<file path="src/rtl/i281_wb_pkg.sv">
// Shared definitions for the i281 register-file writeback path.
// A writeback entry is stored as the concatenation {sel, data}, sel in the upper bits.
package i281_wb_pkg;

  localparam int WB_DATA_W   = 8;
  localparam int WB_SEL_W    = 2;
  localparam int WB_DEPTH    = 4;
  localparam int WB_NUM_REGS = 1 << WB_SEL_W;

  typedef enum logic [WB_SEL_W-1:0] {
    REG_A = 2'd0,
    REG_B = 2'd1,
    REG_C = 2'd2,
    REG_D = 2'd3
  } reg_sel_e;

  typedef struct packed {
    logic [WB_SEL_W-1:0]  sel;
    logic [WB_DATA_W-1:0] data;
  } wb_entry_t;

  function automatic wb_entry_t make_entry(input logic [WB_SEL_W-1:0] sel,
                                           input logic [WB_DATA_W-1:0] data);
    wb_entry_t e;
    e.sel  = sel;
    e.data = data;
    return e;
  endfunction

endpackage

</file>
<file path="src/rtl/wb_sync_fifo.sv">
// Synchronous FIFO holding pending register writebacks.
// Push is ignored when full and pop is ignored when empty; full/empty come from the registered count.
// Optional macro WB_BYPASS_EN exposes the storage and read pointer for the bypass search.
module wb_sync_fifo #(
  parameter int WIDTH = 10,
  parameter int DEPTH = 4,
  localparam int PTR_W = $clog2(DEPTH),
  localparam int CNT_W = $clog2(DEPTH + 1)
) (
  input  logic             clk,
  input  logic             reset,
  input  logic             push,
  input  logic [WIDTH-1:0] push_data,
  input  logic             pop,
  output logic [WIDTH-1:0] head_data,
  output logic             full,
  output logic             empty,
  output logic [CNT_W-1:0] count
`ifdef WB_BYPASS_EN
  ,
  output logic [DEPTH*WIDTH-1:0] slots,
  output logic [PTR_W-1:0]       rd_ptr_out
`endif
);

  logic [WIDTH-1:0] mem [DEPTH];
  logic [PTR_W-1:0] wr_ptr;
  logic [PTR_W-1:0] rd_ptr;
  logic             do_push;
  logic             do_pop;

  assign full      = (count == CNT_W'(DEPTH));
  assign empty     = (count == '0);
  assign do_push   = push & ~full;
  assign do_pop    = pop & ~empty;
  assign head_data = mem[rd_ptr];

`ifdef WB_BYPASS_EN
  for (genvar i = 0; i < DEPTH; i++) begin : g_slots
    assign slots[i*WIDTH +: WIDTH] = mem[i];
  end
  assign rd_ptr_out = rd_ptr;
`endif

  // Storage array; contents need no reset because count gates every use.
  always_ff @(posedge clk) begin
    if (do_push) mem[wr_ptr] <= push_data;
  end

  // Pointers wrap naturally since DEPTH is a power of two; count tracks occupancy.
  always_ff @(posedge clk) begin
    if (reset) begin
      wr_ptr <= '0;
      rd_ptr <= '0;
      count  <= '0;
    end else begin
      if (do_push) wr_ptr <= wr_ptr + 1'b1;
      if (do_pop)  rd_ptr <= rd_ptr + 1'b1;
      case ({do_push, do_pop})
        2'b10:   count <= count + 1'b1;
        2'b01:   count <= count - 1'b1;
        default: count <= count;
      endcase
    end
  end

endmodule

</file>
<file path="src/rtl/reg_writeback_queue.sv">
// Writeback producer for the i281 4x8 register file.
// Arbitrates ALU and LOAD requests (load wins) into an in-order queue, retires one write per
// cycle through a registered write stage, and keeps per-register pending counters for RAW stalls.
// Optional macro WB_BYPASS_EN adds two combinational bypass query ports.
module reg_writeback_queue
  import i281_wb_pkg::*;
#(
  parameter int DATA_W = WB_DATA_W,
  parameter int SEL_W  = WB_SEL_W,
  parameter int DEPTH  = WB_DEPTH,
  localparam int NUM_REGS = 1 << SEL_W
) (
  input  logic                clk,
  input  logic                reset,
  input  logic                alu_wb_valid,
  input  logic [SEL_W-1:0]    alu_wb_select,
  input  logic [DATA_W-1:0]   alu_wb_data,
  output logic                alu_wb_ready,
  input  logic                load_wb_valid,
  input  logic [SEL_W-1:0]    load_wb_select,
  input  logic [DATA_W-1:0]   load_wb_data,
  output logic                load_wb_ready,
  input  logic                drain_stall,
  output logic                write_enable,
  output logic [SEL_W-1:0]    write_select,
  output logic [DATA_W-1:0]   reg_input,
  output logic [NUM_REGS-1:0] pending,
  output logic                empty
`ifdef WB_BYPASS_EN
  ,
  input  logic [SEL_W-1:0]    query_select0,
  input  logic [SEL_W-1:0]    query_select1,
  output logic                bypass_hit0,
  output logic                bypass_hit1,
  output logic [DATA_W-1:0]   bypass_data0,
  output logic [DATA_W-1:0]   bypass_data1
`endif
);

  localparam int ENTRY_W = SEL_W + DATA_W;
  localparam int CNT_W   = $clog2(DEPTH + 1);
  localparam int SB_W    = $clog2(DEPTH + 2);

  logic               fifo_full;
  logic               fifo_empty;
  logic [CNT_W-1:0]   fifo_count;
  logic               push;
  logic               pop;
  logic [ENTRY_W-1:0] push_entry;
  logic [ENTRY_W-1:0] head_entry;
  logic [SB_W-1:0]    sb_count [NUM_REGS];
  logic [NUM_REGS-1:0] sb_inc;
  logic [NUM_REGS-1:0] sb_dec;

  // Readiness depends only on the registered occupancy, so a full queue never
  // accepts in the same cycle it pops.
  assign load_wb_ready = ~fifo_full;
  assign alu_wb_ready  = ~fifo_full & ~load_wb_valid;
  assign push          = (load_wb_valid | alu_wb_valid) & ~fifo_full;
  assign push_entry    = load_wb_valid ? {load_wb_select, load_wb_data}
                                       : {alu_wb_select, alu_wb_data};
  assign pop           = ~fifo_empty & ~drain_stall;
  assign empty         = (fifo_count == '0) & ~write_enable;

`ifdef WB_BYPASS_EN
  localparam int PTR_W = $clog2(DEPTH);
  logic [DEPTH*ENTRY_W-1:0] fifo_slots;
  logic [PTR_W-1:0]         fifo_rd_ptr;
`endif

  wb_sync_fifo #(
    .WIDTH (ENTRY_W),
    .DEPTH (DEPTH)
  ) u_fifo (
    .clk        (clk),
    .reset      (reset),
    .push       (push),
    .push_data  (push_entry),
    .pop        (pop),
    .head_data  (head_entry),
    .full       (fifo_full),
    .empty      (fifo_empty),
    .count      (fifo_count)
`ifdef WB_BYPASS_EN
    ,
    .slots      (fifo_slots),
    .rd_ptr_out (fifo_rd_ptr)
`endif
  );

  // Write stage: strobe for one cycle after each pop; select/data hold between strobes.
  always_ff @(posedge clk) begin
    if (reset) begin
      write_enable <= 1'b0;
      write_select <= '0;
      reg_input    <= '0;
    end else begin
      write_enable <= pop;
      if (pop) begin
        write_select <= head_entry[ENTRY_W-1:DATA_W];
        reg_input    <= head_entry[DATA_W-1:0];
      end
    end
  end

  // Per-register increment on accept, decrement as a strobe retires, and the pending flags.
  always_comb begin
    sb_inc  = '0;
    sb_dec  = '0;
    pending = '0;
    for (int r = 0; r < NUM_REGS; r++) begin
      sb_inc[r]  = push & (push_entry[ENTRY_W-1:DATA_W] == SEL_W'(r));
      sb_dec[r]  = write_enable & (write_select == SEL_W'(r));
      pending[r] = (sb_count[r] != '0);
    end
  end

  // Scoreboard counters; simultaneous increment and decrement cancel out.
  always_ff @(posedge clk) begin
    for (int r = 0; r < NUM_REGS; r++) begin
      if (reset) begin
        sb_count[r] <= '0;
      end else if (sb_inc[r] & ~sb_dec[r]) begin
        sb_count[r] <= sb_count[r] + 1'b1;
      end else if (~sb_inc[r] & sb_dec[r]) begin
        sb_count[r] <= sb_count[r] - 1'b1;
      end
    end
  end

`ifdef WB_BYPASS_EN
  logic [SEL_W-1:0]   query    [2];
  logic               hit      [2];
  logic [DATA_W-1:0]  hit_data [2];
  logic [PTR_W-1:0]   slot_idx;
  logic [ENTRY_W-1:0] slot_entry;

  assign query[0]     = query_select0;
  assign query[1]     = query_select1;
  assign bypass_hit0  = hit[0];
  assign bypass_hit1  = hit[1];
  assign bypass_data0 = hit_data[0];
  assign bypass_data1 = hit_data[1];

  // Youngest match wins: the write stage is oldest, then walk the queue from head to tail.
  always_comb begin
    slot_idx   = '0;
    slot_entry = '0;
    for (int q = 0; q < 2; q++) begin
      hit[q]      = 1'b0;
      hit_data[q] = '0;
      if (write_enable && (write_select == query[q])) begin
        hit[q]      = 1'b1;
        hit_data[q] = reg_input;
      end
      for (int i = 0; i < DEPTH; i++) begin
        slot_idx   = fifo_rd_ptr + PTR_W'(i);
        slot_entry = fifo_slots[int'(slot_idx)*ENTRY_W +: ENTRY_W];
        if ((CNT_W'(i) < fifo_count) && (slot_entry[ENTRY_W-1:DATA_W] == query[q])) begin
          hit[q]      = 1'b1;
          hit_data[q] = slot_entry[DATA_W-1:0];
        end
      end
    end
  end
`endif

endmodule

</file>
<file path="config.mk">
export PLATFORM = sky130hd
export DESIGN_NAME = reg_writeback_queue
export DESIGN_NICKNAME = d
export VERILOG_FILES = /design/src/rtl/i281_wb_pkg.sv /design/src/rtl/wb_sync_fifo.sv /design/src/rtl/reg_writeback_queue.sv
export SDC_FILE = /design/constraint.sdc
export NUM_CORES = 1
export LEC_CHECK = 0
export CAP_MARGIN = 20
export CORE_ASPECT_RATIO = 0.9
export CORE_UTILIZATION = 50
export CTS_CLUSTER_SIZE = 20
export DETAILED_ROUTE_END_ITERATION = 6
export PLACE_DENSITY_LB_ADDON = 0.1
export SYNTH_ARGS = -nofsm -noshare
export SYNTH_HDL_FRONTEND = slang
export SYNTH_HIERARCHICAL = 1
export SYNTH_SLANG_ARGS = --single-unit
</file>
<file path="constraint.sdc">
create_clock -name clk -period 2.8 [get_ports clk]
set_input_delay 0.56 -clock clk [delete_from_list [all_inputs] [get_ports clk]]
set_output_delay 0.56 -clock clk [all_outputs]
set_load 0.01 [all_outputs]
</file>
# After elaboration in Yosys (flattened, before gate mapping)
# Memories as Yosys holds them, arrays and structs flattened. A register that Yosys moved wholly into a read port is not among the register bits.
# Cells that the tools add are included.
dict set report word_totals {
  regBits 8
  latchBits 0
  ramBits 52
  mem_bits_ro 0
  in_bits 25
  output_inout_bits 18
  wordCells 121
  n_memories 2
}
# name depth word_bits read_ports rd_clocked_by_memory_dff write_ports line_no
set mem_list {}
lappend mem_list {u_fifo.mem 4 10 1 1 1 wb_sync_fifo.sv:26} ;# logic [WIDTH-1:0] mem [DEPTH];
lappend mem_list {sb_count 4 3 4 0 4 reg_writeback_queue.sv:51} ;# logic [SB_W-1:0] sb_count [NUM_REGS];
dict set report classes {
  n_addsub 12
  multipliers 0
  div 0
  order_cmp 0
  n_eq_ne 9
  n_shift 0
  n_mux 42
  n_bitwise 44
  reduce_logical 8
}
# operator n
set op_table {}
lappend op_table {{1-bit two-way mux} 32}
lappend op_table {{3-bit two-way mux} 8}
lappend op_table {{1-bit AND} 22}
lappend op_table {{3-bit by 1-bit adder with 3-bit output, second input constant} 5}
lappend op_table {{3-bit by 1-bit subtractor with 3-bit output, second input constant} 5}
lappend op_table {{1-bit NOT} 13}
lappend op_table {{3-bit nonzero test} 4}
lappend op_table {{2-bit == test, second input constant} 5}
lappend op_table {{10-bit two-way mux} 1}
lappend op_table {{1-bit OR} 9}
lappend op_table {{2-bit by 1-bit == test with 1-bit output, second input constant} 3}
lappend op_table {{3-bit one-hot mux with 2 select lines} 1}
lappend op_table {{2-bit by 1-bit adder with 2-bit output, second input constant} 2}
lappend op_table {{2-bit logical NOT} 2}
lappend op_table {{3-bit == test, second input constant} 1}
lappend op_table {{3-bit logical NOT} 1}
lappend op_table {{2-bit nonzero test} 1}

# Longest topological paths before layout
dict set report depth {
  depth_word 11
  mapped_depth 13
  depth_no_buf 11
}

# Cells and area by module
# The synthesis kept the hierarchy.
# module n_inst cells_per_inst area_per_inst_um2 seq_area_each_um2
set by_module_without_submodules {}
lappend by_module_without_submodules {wb_sync_fifo 1 106 1919.3 1381.3}
lappend by_module_without_submodules {reg_writeback_queue 1 176 1665.3 580.6}

# Least setup slack after synthesis
# Ideal clock, no wire load.
dict set report synth_timing {
  path_kind {input to register}
  start {in drain_stall}
  end {reg u_fifo.count[2]}
  setup_time_ns 0.070
  arrival_ns 2.568
  required_ns 2.730
  slack_ns 0.162
  stages 11
  n_path_buf 1
  path_cell_list {or2_2 -> inv_1 -> clkbuf_1 -> o31ai_1 -> inv_1 -> ha_1 -> inv_1 -> fa_1 -> xor2_1 -> or3_1 -> a21oi_1}
}
dict set report synth_between {
  elab_chain_cells 5
  elab_cells_between_ends 7
  classes_between {eq/ne (2); mux (1); bitwise (3); reduce/logical (1)}
}
# item line_no
set synth_lines {}
lappend synth_lines {{start: declaration} reg_writeback_queue.sv:23} ;# input logic drain_stall,
lappend synth_lines {{1-bit NOT *} reg_writeback_queue.sv:62} ;# assign pop = ~fifo_empty & ~drain_stall;
lappend synth_lines {{1-bit AND *} reg_writeback_queue.sv:62}
lappend synth_lines {{net pop} reg_writeback_queue.sv:48} ;# logic pop;
lappend synth_lines {{1-bit AND *} wb_sync_fifo.sv:35} ;# assign do_pop = pop & ~empty;
lappend synth_lines {{net u_fifo.do_pop} wb_sync_fifo.sv:30} ;# logic do_pop;
lappend synth_lines {{2-bit by 1-bit == test with 1-bit output or 2-bit == test (tied branches)} wb_sync_fifo.sv:59} ;# case ({do_push, do_pop})
lappend synth_lines {{3-bit one-hot mux with 2 select lines or 2-bit nonzero test (tied branches)} -}
lappend synth_lines {{end signal: assignment} wb_sync_fifo.sv:60} ;# 2'b10: count <= count + 1'b1;
lappend synth_lines {{end signal: assignment} wb_sync_fifo.sv:61} ;# 2'b01: count <= count - 1'b1;
lappend synth_lines {{end signal: assignment} wb_sync_fifo.sv:62} ;# default: count <= count;
lappend synth_lines {{end: declaration} wb_sync_fifo.sv:18} ;# output logic [CNT_W-1:0] count
# The timed path passes the listed nets; every way through them passes the cells marked *.
# A chain may end at the register's enable or synchronous reset.

# Worst setup path after layout
dict set report layout_timing {
  start {reg u_fifo.count[2]}
  end {out alu_wb_ready}
}
dict set report layout_between {
  elab_chain_cells 3
}
# item line_no
set layout_lines {}
lappend layout_lines {{3-bit == test} wb_sync_fifo.sv:32} ;# assign full = (count == CNT_W'(DEPTH));
lappend layout_lines {{net fifo_full} reg_writeback_queue.sv:44} ;# logic fifo_full;
lappend layout_lines {{1-bit NOT} reg_writeback_queue.sv:58} ;# assign alu_wb_ready = ~fifo_full & ~load_wb_valid;
lappend layout_lines {{1-bit AND} reg_writeback_queue.sv:58}
lappend layout_lines {{end: declaration} reg_writeback_queue.sv:18} ;# output logic alu_wb_ready,
# The timed path passes the listed nets, and every way through them passes these cells.

==> flow_summary.json <==
{
  "clkTransAtPathRegs_ns": 0.08,
  "postSynthCellCount": 282,
  "yosys_register_bits": 72,
  "ctsHtreeMaxLevel": 3,
  "cpPeakStageDelay_ns": 0.48,
  "critical_path_arrival_ns": 2.01,
  "grt_pass1_vias": 2098,
  "postSynth.asyncResetShare": 0,
  "flop_to_flop_setup_slack_ns": 0.43,
  "count_of_non_filler_cells_in_the_finished_layout": 440,
  "synth_area_leaders": "sky130_fd_sc_hd__edfxtp_1 (44%), sky130_fd_sc_hd__dfxtp_1 (11%), sky130_fd_sc_hd__mux4_2 (6.3%)",
  "drt_pre_antenna_iters": 4,
  "run_status": "completed",
  "tightest_slew_ns": 0.689,
  "drc": 0,
  "synth_enable_flop_cells": 52,
  "synthesis.yosys.warnings": 6,
  "postRouteWirelength_um": 6550,
  "wirelength_met1_um": 3140,
  "synth.lib_cells_used.distinct": 41,
  "slew_violations": 0,
  "placed_cells": 424,
  "r2r_path_start": "u_fifo/count[2]",
  "place.gp.congestion": 0.729,
  "num_io_pins": 43,
  "crit_start": "u_fifo/count[2]",
  "pwr_density_cell_nw_per_um2": 773,
  "cts_hold_repair.buffers": 0,
  "grt_first_pass_wirelength_um": 10800,
  "antenna_cells": 0,
  "timing.critical_path.cells": "nor3b_2, buf_4, buf_4, nor2_1, clkdlybuf4s50_1",
  "regToRegEndpoint": "sb_count[2][2]",
  "ant_nets": 0,
  "timing.critical_path.mode_cell": "sky130_fd_sc_hd__buf_4",
  "cp_num_buf_inv": 3,
  "routed_via_count": 2276,
  "setup_violations": 0,
  "post-synth-top-count-cell": "sky130_fd_sc_hd__edfxtp_1",
  "layout-drive-gt1-share": 0.200,
  "tns_ns": 0,
  "critical_path_cell_count": 5,
  "grt_max_degree": 49,
  "die-area_um2": 7510,
  "final_period_minus_worst_setup_slack_ns": 2.57,
  "worst_r2r_path_depth": 8,
  "met2RoutedLength_um": 3040,
  "num_rows": 28,
  "post_cts_resized": 0,
  "p_leak_nw": 1.63,
  "grt_overflow_total": 0,
  "synth_sequential_area_ratio": 0.547,
  "cp_data_required_time_ns": 2.24,
  "worstHoldPathType": "register to register",
  "syn-mean-instance-area_um2": 12.7,
  "groute.usage.overall": 0.194,
  "synth_commonest_cells": "sky130_fd_sc_hd__edfxtp_1 (52), sky130_fd_sc_hd__nand2_1 (26), sky130_fd_sc_hd__dfxtp_1 (20)",
  "timing.critical_path.fanout_max": 6,
  "ctsLongestPathBuffers": 2,
  "detail_route.wl_per_cell_um": 14.9,
  "finalHoldViolCount": 0,
  "design.core.area_um2": 6760,
  "area_growth_pct": 25.0,
  "clockRootBuffer": "sky130_fd_sc_hd__clkbuf_8",
  "final_clock_period_utilization_by_the_worst_path": 0.916,
  "timing.critical_path.from_type": "register",
  "initial_antenna_violation_count": 0,
  "clock_sinks": 72,
  "critical_path.endpoint_type": "output port",
  "port-buffer-count": 42,
  "top_cell_type_s_share_of_synthesized_area": 0.436,
  "route.detailed.vias_per_inst": 5.17,
  "timing.critical_path.to": "alu_wb_ready",
  "routed-wl-met3_um": 299,
  "slew_headroom": 0.540,
  "count_of_filler_cells_inserted_in_the_layout": 510,
  "post-synth-top-area-cell": "sky130_fd_sc_hd__edfxtp_1",
  "max-cap-violations": 0,
  "initial_utilization": 0.530,
  "synth_top_flop_cell": "sky130_fd_sc_hd__edfxtp_1",
  "die-width_um": 91.3,
  "netlist_area_um2": 3580,
  "grt_setup_unrepaired": "false",
  "crit_family": "buffers and inverters",
  "nNetsFinal": 386,
  "critPathKind": "register to output port",
  "post_cts.repair.setup_buffers": 0,
  "power_mw": 3.46,
  "max_freq_mhz": 390,
  "post-dp-hpwl_um": 4700,
  "routed.top_layer": "met4",
  "drt_first_iter_violations": 101,
  "critical-path-slowest-cell": "sky130_fd_sc_hd__clkdlybuf4s50_1",
  "tritoncts": "done",
  "postSynthNetCount": 323,
  "worst_clock_skew_ns": 0.0117,
  "cts_inserted_buffers": 9,
  "worst_skew_pair.late_latency_ns": 0.34,
  "floorplan.die.height_um": 82.3,
  "vdd_drop_max_v": 0.000483
}
## worst min-delay path: cells and delay by family, from the launching register on
family | cells | cell delay [ns]
flip-flops | 1 | 0.31
AND/OR/NAND/NOR | 1 | 0.05
AO/OA/AOI/OAI | 1 | 0.05
## power by group
group	switching (mW)	total [mW]	internal, mW
Clock	0.397	0.904	0.507
Sequential	0.148	1.54	1.39
Combinational	0.477	1.02	0.546
Total	1.02	3.46	2.44
## per-layer routing
metal | vias to the layer above | track usage
met5 | - | 0
met3 | 5 | 0.0495
met1 | 1101 | 0.269
met2 | 42 | 0.302
li1 | 1128 | -
met4 | 0 | 0.0619
## through the flow
stage | hold WS (ns) | utilization | setup WS, ns | instance area, µm²
after floorplan | 0.459 | - | 0.162 | 3580
after global placement | 0.442 | 0.630 | 0.0294 | 4260
after detailed placement | 0.446 | 0.630 | -0.0298 | 4260
after CTS | 0.457 | 0.662 | 0.212 | 4480
after global routing | 0.478 | 0.662 | 0.0398 | 4480
final | 0.454 | 0.662 | 0.234 | 4480
## registers in the layout (all words and copies together) (netlist names), named ones only
register,cells
u_fifo/mem,40
u_fifo/wr_ptr,2
reg_input,8
write_select,2
u_fifo/count,3
u_fifo/rd_ptr,2
sb_count,12
write_enable,1
## final cells by class
cell class / count / area, µm² / share of cell area
clock buffers: 10 / 128 / 0.0285
well taps: 90 / 113 / 0.0251
multi-input cells: 179 / 1490 / 0.334
repair buffers: 63 / 616 / 0.137
clock inverters: 6 / 92.6 / 0.0207
flip-flops and latches: 72 / 1960 / 0.438
inverters: 20 / 75.1 / 0.0168
## placed cells by master, fill, tap and decap left out, types with 9 or more instances in the layout
cell,n
sky130_fd_sc_hd__mux4_2,10
sky130_fd_sc_hd__dfxtp_1,20
sky130_fd_sc_hd__ha_1,14
sky130_fd_sc_hd__clkdlybuf4s50_1,42
sky130_fd_sc_hd__a21oi_1,14
sky130_fd_sc_hd__inv_1,19
sky130_fd_sc_hd__buf_4,18
sky130_fd_sc_hd__nand2b_1,9
sky130_fd_sc_hd__nor2_1,19
sky130_fd_sc_hd__nand2_1,26
sky130_fd_sc_hd__mux2i_1,12
sky130_fd_sc_hd__edfxtp_1,52
sky130_fd_sc_hd__clkbuf_8,9
## how the worst min path moves through the flow
stage / start / to / slack [ns] / cells past startpoint
floorplan: u_fifo/rd_ptr[1] / register / 0.46 / 2
global placement: reg_input[4] / reg_input[4] / 0.44 / 2
detailed placement: reg_input[5] / reg_input[5] / 0.45 / 2
CTS: reg_input[5] / reg_input[5] / 0.46 / 2
global route: reg_input[6] / reg_input[6] / 0.48 / 2
finish: reg_input[1] / reg_input[1] / 0.45 / 2
## kinds of logic after synthesis
family	after synthesis	share of synthesized area
buffers and inverters	31	0.0360
xor gates and xnor gates	10	0.0244
muxes	36	0.146
DFF	72	0.547
AOI/OAI and AO/OA	24	0.0492
and+or+nand+nor	93	0.137
adders and majority gates	16	0.0600
(Power assumes the default switching activity.)
